$ cat src/rtl/countdown_timer_ctrl.sv
// mm:ss countdown controller driven by a 1 Hz tick; BCD count registers feed the display directly.
// Commands are one-cycle pulses. The divider is cleared on every entry into RUN.
module countdown_timer_ctrl #(
  parameter int MAX_MIN = 99
) (
  input  logic       clk,
  input  logic       rst_n,
  input  logic       tick_1s,
  input  logic       start,
  input  logic       pause,
  input  logic       load,
  input  logic [7:0] load_min,
  input  logic [7:0] load_sec,
  output logic       div_clr,
  output logic [7:0] min_bcd,
  output logic [7:0] sec_bcd,
  output logic       running,
  output logic       done,
  output logic       alarm,
  output logic [1:0] state_dbg
);

  typedef enum logic [1:0] {
    IDLE    = 2'd0,
    RUN     = 2'd1,
    PAUSED  = 2'd2,
    EXPIRED = 2'd3
  } state_t;

  localparam logic [3:0] MAX_TENS  = 4'(MAX_MIN / 10);
  localparam logic [3:0] MAX_UNITS = 4'(MAX_MIN % 10);

  state_t      state, state_n;
  logic [15:0] cnt, cnt_n;
  logic [15:0] cnt_load, cnt_dec;
  logic [3:0]  lm_t, lm_u, ls_t, ls_u;
  logic        tick_eff, div_clr_n, done_n;

  function automatic logic [3:0] sat9(input logic [3:0] d);
    return (d > 4'd9) ? 4'd9 : d;
  endfunction

  // Load path: saturate each digit first, then the whole field.
  always_comb begin
    lm_t = sat9(load_min[7:4]);
    lm_u = sat9(load_min[3:0]);
    ls_t = sat9(load_sec[7:4]);
    ls_u = sat9(load_sec[3:0]);
    cnt_load = {lm_t, lm_u, ls_t, ls_u};
    if (lm_t > MAX_TENS || (lm_t == MAX_TENS && lm_u > MAX_UNITS))
      cnt_load[15:8] = {MAX_TENS, MAX_UNITS};
    if (ls_t > 4'd5)
      cnt_load[7:0] = 8'h59;
  end

  // One-second BCD decrement with borrow from minutes.
  always_comb begin
    cnt_dec = cnt;
    if (cnt[7:0] != 8'h00) begin
      if (cnt[3:0] != 4'd0) cnt_dec[3:0] = cnt[3:0] - 4'd1;
      else                  cnt_dec[7:0] = {cnt[7:4] - 4'd1, 4'd9};
    end else begin
      cnt_dec[7:0] = 8'h59;
      if (cnt[11:8] != 4'd0) cnt_dec[11:8]  = cnt[11:8] - 4'd1;
      else                   cnt_dec[15:8] = {cnt[15:12] - 4'd1, 4'd9};
    end
  end

  // A tick landing while the divider is being cleared belongs to the old second.
  assign tick_eff = tick_1s & ~div_clr;

  always_comb begin
    state_n = state;
    cnt_n   = cnt;
    case (state)
      IDLE: begin
        if (load) cnt_n = cnt_load;
        else if (start && cnt != 16'h0000) state_n = RUN;
      end
      RUN: begin
        if (tick_eff) begin
          // A zero count here (started from PAUSED at 00:00) expires without underflowing.
          if (cnt == 16'h0000) begin
            state_n = EXPIRED;
          end else begin
            cnt_n = cnt_dec;
            if (cnt_dec == 16'h0000) state_n = EXPIRED;
            else if (pause)          state_n = PAUSED;
          end
        end else if (pause) begin
          state_n = PAUSED;
        end
      end
      PAUSED: begin
        if (load)       cnt_n = cnt_load;
        else if (start) state_n = RUN;
      end
      EXPIRED: begin
        if (load) begin
          cnt_n   = cnt_load;
          state_n = IDLE;
        end else if (start || pause) begin
          state_n = IDLE;
        end
      end
      default: state_n = IDLE;
    endcase
    div_clr_n = (state != RUN) && (state_n == RUN);
    done_n    = (state == RUN) && (state_n == EXPIRED);
  end

  always_ff @(posedge clk or negedge rst_n) begin
    if (!rst_n) begin
      state   <= IDLE;
      cnt     <= 16'h0000;
      div_clr <= 1'b0;
      done    <= 1'b0;
      running <= 1'b0;
      alarm   <= 1'b0;
    end else begin
      state   <= state_n;
      cnt     <= cnt_n;
      div_clr <= div_clr_n;
      done    <= done_n;
      running <= (state_n == RUN);
      alarm   <= (state_n == EXPIRED);
    end
  end

  assign min_bcd   = cnt[15:8];
  assign sec_bcd   = cnt[7:0];
  assign state_dbg = state;

endmodule
$ cat config.mk
export PLATFORM = sky130hd
export DESIGN_NAME = countdown_timer_ctrl
export DESIGN_NICKNAME = d
export VERILOG_FILES = /design/src/rtl/countdown_timer_ctrl.sv
export SDC_FILE = /design/constraint.sdc
export NUM_CORES = 1
export LEC_CHECK = 0
export ABC_AREA = 1
export ABC_CLOCK_PERIOD_IN_PS = 2200
export BUFFER_PORTS_ARGS = -buffer_cell sky130_fd_sc_hd__buf_2
export CAP_MARGIN = 20
export CORE_MARGIN = 4
export CORE_UTILIZATION = 25
export CTS_CLUSTER_SIZE = 25
export DETAILED_ROUTE_END_ITERATION = 16
export GPL_ROUTABILITY_DRIVEN = 0
export REMOVE_ABC_BUFFERS = 1
export SLEW_MARGIN = 25
export SYNTH_ARGS = -nofsm -noshare
export SYNTH_HDL_FRONTEND = slang
export SYNTH_SLANG_ARGS = --single-unit
$ cat constraint.sdc
create_clock -name clk -period 2.2 [get_ports clk]
set_clock_uncertainty 0.1 [all_clocks]
set_input_delay 0.11 -clock clk [delete_from_list [all_inputs] [get_ports clk]]
set_output_delay 0.11 -clock clk [all_outputs]
set_load 0.01 [all_outputs]
## Word-level counts from Yosys, hierarchy flattened

Index checks and enable logic that the tools add are counted.

- Add/sub/neg operators: 4
- $lt $le $gt $ge: 7
- Equality and inequality tests: 10
- Multiplexer cells: 27
- Bitwise operators: 2
- Reductions and logical operators: 15

Operator list:

| operator | count |
|---|---|
| 2-to-1 mux 16 bit | 3 |
| logical NOT 16 bit | 2 |
| 2-to-1 mux 4 bit | 8 |
| 2-to-1 mux 8 bit | 4 |
| case mux 16 bit (2 select lines) | 1 |
| > comparator 4 bit (second input constant) | 6 |
| 2-to-1 mux 2 bit | 10 |
| nonzero test 16 bit | 1 |
| subtractor 4 x 1 -> 4 bit (second input constant) | 4 |
| case mux 2 bit (4 select lines) | 1 |
| nonzero test 4 bit | 2 |
| nonzero test 8 bit | 1 |
| == test 2 bit (second input constant) | 3 |
| == test 2 x 1 -> 1 bit (second input constant) | 2 |
| == test 4 bit (second input constant) | 1 |
| > comparator 4 x 3 -> 1 bit (second input constant) | 1 |
| logical AND 1 bit | 4 |
| inequality test 2 x 1 -> 1 bit (second input constant) | 2 |
| inequality test 2 bit (second input constant) | 2 |
| AND reduction 3 bit | 1 |
| OR reduction 3 bit | 1 |
| logical NOT 2 bit | 1 |
| logical OR 1 bit | 2 |
| AND 1 bit | 1 |
| inverter 1 bit | 1 |

- Flip-flop bits (word level): 22
- Input port bits: 22
- Output and inout bits: 22
- Logic and storage cells: 71

## Logic depth before layout (Yosys ltp)

- Depth after elaboration: 10
- Depth in mapped cells: 18
- Gate-level depth less buffers: 18

## Worst setup path before layout

OpenSTA, ideal clock, no wires.

- Kind: register -> register
- Start: reg cnt[4]
- End: reg done
- Library setup time: 0.131 ns
- Arrival time: 1.718 ns
- Data required time: 1.969 ns
- Setup slack: 0.251 ns
- Stages on the path, launching flop included: 16
- Path buffers: 0
- Period minus slack after synthesis: 1.949 ns
- Cells stage by stage: dfrtp_1 -> inv_1 -> ha_1 -> nand3_2 -> inv_1 -> nand2_4 -> nor2_8 -> nand4_1 -> nand2_1 -> nor2_1 -> nand2_1 -> nand2_1 -> a21oi_2 -> inv_2 -> nand2_1 -> nor2_1

- Word-level cells in the longest chain between the ends: 10
- Elaborated cells on any way between the ends: 17
- Classes of those cells: add/sub (1); eq/ne (1); mux (9); reduce/logical (6)

Ends and longest elaborated chain:

| element | RTL line | text |
|---|---|---|
| start, declared | 34 | `logic [15:0] cnt, cnt_n;` |
| start signal, assigned | 122 | `cnt <= cnt_n;` |
| subtractor 4 x 1 -> 4 bit | 61 | `else cnt_dec[7:0] = {cnt[7:4] - 4'd1, 4'd9};` |
| 2-to-1 mux 4 bit | 60 | `if (cnt[3:0] != 4'd0) cnt_dec[3:0] = cnt[3:0] - 4'd1;` |
| 2-to-1 mux 8 bit | 59 | `if (cnt[7:0] != 8'h00) begin` |
| logical NOT 16 bit | 87 | `if (cnt_dec == 16'h0000) state_n = EXPIRED;` |
| 2-to-1 mux 2 bit | 87 |  |
| 2-to-1 mux 2 bit | 83 | `if (cnt == 16'h0000) begin` |
| 2-to-1 mux 2 bit | 81 | `if (tick_eff) begin` |
| case mux 2 bit (4 select lines) * | 75 | `case (state)` |
| named net state_n[1] | 33 | `state_t state, state_n;` |
| == test 2 bit * | 109 | `done_n = (state == RUN) && (state_n == EXPIRED);` |
| logical AND 1 bit * | 109 |  |
| named net done_n | 37 | `logic tick_eff, div_clr_n, done_n;` |
| end signal, assigned | 124 | `done <= done_n;` |
| end, declared | 18 | `output logic done,` |

The timed path passes the listed nets; every way through them passes the cells marked *.
A chain may end at the register's enable or synchronous reset.

## Worst setup path in the final report

- Start: reg cnt[1]
- End: reg done

- Word-level cells in the longest chain between the ends: 10
- Elaborated cells on any way between the ends: 19
- Classes of those cells: add/sub (1); eq/ne (1); mux (10); reduce/logical (7)

Ends and longest elaborated chain:

| element | RTL line |
|---|---|
| subtractor 4 x 1 -> 4 bit / nonzero test 4 bit (equally long branches) | 60 |
| 2-to-1 mux 4 bit | 60 |
| 2-to-1 mux 8 bit | 59 |
| logical NOT 16 bit | 87 |
| 2-to-1 mux 2 bit | 87 |
| 2-to-1 mux 2 bit | 83 |
| 2-to-1 mux 2 bit | 81 |
| case mux 2 bit (4 select lines) * | 75 |
| named net state_n[1] | 33 |
| == test 2 bit * | 109 |
| logical AND 1 bit * | 109 |
| named net done_n | 37 |

Marks and branches as above.

==> flow_summary.json <==
{
  "initial_antenna_violation_count": 0,
  "highest_delay_cell_along_the_critical_path": "dfrtp_2",
  "regToRegSetupSlack_ns": 0.13,
  "vias_per_cell": 4.61,
  "avgSynthCellArea_um2": 6.63,
  "grt_pass1_wl_um": 7790,
  "worstReg2RegEnd": "done",
  "pre_cts_slack_ns": 0.0748,
  "critical_path.max_fanout": 7,
  "start_kind": "flip-flop",
  "final.fill_count": 711,
  "combinational_family_with_the_most_area_after_synthesis": "simple AND/OR/NAND/NOR gates",
  "placement_rows": 29,
  "reg2reg_depth": 14,
  "worstHoldEndpoint": "cnt[0]",
  "design.final.nets": 335,
  "cts_htree_levels": 1,
  "netlist.top_cell.by_area": "dfrtp_1",
  "worst_path_most_repeated_cell": "nand2_1",
  "buffering_stage_count_on_the_worst_path_with_inverters_included": 1,
  "synthTopCellsByCount": "nand2_1 (75), inv_1 (33), nor2_1 (30), o21ai_0 (26), dfrtp_1 (22)",
  "grt_start_max_net_pins": 23,
  "num_vias": 1781,
  "drv_slew": 0,
  "die_area_mm2": 0.00799,
  "hold_path_depth": 3,
  "muxShareOfSynthArea_pct": 0,
  "leakage_uw": 0.00118,
  "slew_headroom_pct": 64.5,
  "post_synth_inst_count": 250,
  "synth_largest_type_area_fraction_pct": 33.2,
  "synthAdderAreaFrac_pct": 2.27,
  "fin_tns_setup_ns": 0,
  "total_i_o_pin_count": 44,
  "max_clock_freq_ghz": 0.483,
  "synth-compound-area-share_pct": 15.3,
  "end_kind": "flip-flop",
  "yosys_warnings": 0,
  "detailed_placement_hpwl_um": 3540,
  "fp.dieW_um": 89.4,
  "diodes": 0,
  "synth_seq_cells": 22,
  "final-instance-count-excl-fill": 386,
  "placement.io_buffers": 43,
  "grt-ovfl-total": 0,
  "tritoncts_num_sinks": 22,
  "route.detailed.drc": 0,
  "floorplan.core_area_mm2": 0.00639,
  "p_per_area_mw_per_mm2": 1390,
  "min_period_ns": 2.07,
  "wirelength_um": 4690,
  "mappedNetlistArea_mm2": 0.00166,
  "synthTopCellsByArea": "dfrtp_1 (33%), nand2_1 (17%), o21ai_0 (7.9%), inv_1 (7.5%), nor2_1 (6.8%)",
  "postSynth.asyncResetShare_pct": 100,
  "hold_path_class": "input port to flip-flop",
  "cts_inserted_buffers": 3,
  "initial_core_util_pct": 25.9,
  "setup_slack_ns": 0.128,
  "global_route.usage.total_pct": 12.5,
  "wl_per_cell_um": 12.2,
  "most_frequent_cell_after_synthesis": "nand2_1",
  "syn2layout_area_growth_pct": 32.5,
  "synth_top_flop_cell": "dfrtp_1",
  "worstPathCellList": "nor2_4 > nand2_4 > nor2_4 > nand3_2 > nand2_2 > nor2_2 > nand2_1 > nor2_1 > nand2_1 > nand2_1 > a21oi_2 > inv_2 > nand2_2 > nor2_1",
  "cts_buffer_depth": 2,
  "numPlacedInstances": 371,
  "worst-slew-pin-transition_ns": 0.532,
  "cp_data_arrival_time_ns": 2.11,
  "status": "finished, final reports clean",
  "drive_gt1_share_pct": 32.7,
  "max_cap_viol_count": 0,
  "sequential_share_of_the_synthesized_area_pct": 33.2,
  "clock-root-buffer": "clkbuf_8",
  "synth-simple-area-share_pct": 39.2,
  "critPathKind": "flip-flop to flip-flop",
  "final_design_area_no_fill_mm2": 0.00219,
  "timing.final.crit_share_pct": 94.2,
  "worstHoldStart": "load_sec[0]",
  "dieHeight_um": 89.4,
  "cpLargestDelayFamily": "simple AND/OR/NAND/NOR gates",
  "timing.final.setup_violations": 0,
  "synth-xor-area-share_pct": 0,
  "synth_enable_flop_cells": 0,
  "ant_nets": 0,
  "synth_cell_type_count": 32,
  "vias_in_the_first_global_route": 1682,
  "final_count_of_hold_timing_violations": 0,
  "dpl-instance-area_mm2": 0.00199,
  "grt_setup_unrepaired": "true",
  "timing.critical_path.required_ns": 2.24,
  "tritoncts_clock_tree": "yes",
  "worst_path_largest_cell_delay_ns": 0.45,
  "path_clk_slew_ns": 0.08,
  "detail_route.first_pass.iterations": 4,
  "clkLatencyLatePin_ns": 0.27,
  "dr.first_iter.drc_count": 85,
  "crit-reg2reg-launch": "cnt[1]",
  "power.ir.vdd_worst_v": 0.000604
}
-- placed cells by master (no fill, tap or decap), types with 2 or more instances in the layout --
master / count
clkbuf_8: 4
nand3_1: 12
nand3b_1: 2
nand2_2: 8
dfrtp_1: 18
nor2_1: 29
o21ai_0: 26
nand2_4: 2
o211ai_1: 3
buf_2: 43
ha_1: 2
o31ai_1: 3
nor2_2: 3
inv_1: 31
buf_4: 16
dfrtp_2: 4
nand4_1: 2
a22oi_1: 2
nand2_1: 69
nand3_2: 3
o21a_1: 2
inv_2: 5
a21oi_1: 2
nor2_4: 5
-- cell families after synthesis --
group | after synthesis
AO/OA/AOI/OAI | 43
adder cells (fa/ha/maj) | 3
buffers and inverters | 42
flip-flops | 22
AND/OR/NAND/NOR | 140
-- per-layer routing --
metal	share of wire (%)	track usage (%)	routed length, um	vias to the layer above
met5	0	0	0	-
met4	0.83	3.11	39	0
li1	-	-	-	921
met3	5.1	2.49	238	5
met1	47	16.7	2210	822
met2	47	20.5	2200	33
-- tightest hold or removal path: cells and delay by family --
kind | cells | cell delay (ns)
buffers and inverters | 1 | 0.08
AOI/OAI and AO/OA | 2 | 0.19
-- timing repair --
item,CTS,global route
hold buffers,1,0
endpoints found under the hold margin,22,0
resized for setup,0,20
buffers inserted,0,10
endpoints found under the setup margin,0,17
-- power by group --
part           switching, uW  internal (uW)
combinational           1190            769
clock                    148            160
sequential               191            582
-- worst max path at each step --
stage / from / to / slack [ns] / depth (start not counted)
after floorplan: cnt[4] / cnt[8] / 0.18 / 12
final: cnt[1] / done / 0.13 / 14
after CTS: cnt[5] / done / 0.06 / 15
after global placement: cnt[5] / done / 0.11 / 15
after global routing: cnt[1] / done / -0.06 / 14
after detailed placement: cnt[5] / done / 0.07 / 15
-- sequential cells by signal, summed over array words and instances (netlist names) --
signal / count
running: 1
alarm: 1
state_dbg: 2
cnt: 16
div_clr: 1
done: 1
-- through the flow --
step           hold slack [ns]  power [uW]  utilization, %
2_1_floorplan           -0.286        1920               -
3_3_place_gp            0.0284        2490            31.2
5_1_grt                 0.0713        3370            34.4
6_report                0.0423        3040            34.4
4_1_cts                 0.0383        2820            32.2
3_5_place_dp            0.0256        2500            31.2
-- final cells by class --
type	instances	area (um^2)	share of cell area (%)
multi-input combinational	186	998	45.5
sequential	22	556	25.3
tap	77	96.3	4.39
inverter	37	144	6.56
timing repair buffer	60	345	15.7
clock buffer	4	55.1	2.51
No activity file was read; power rests on OpenSTA's default activity.
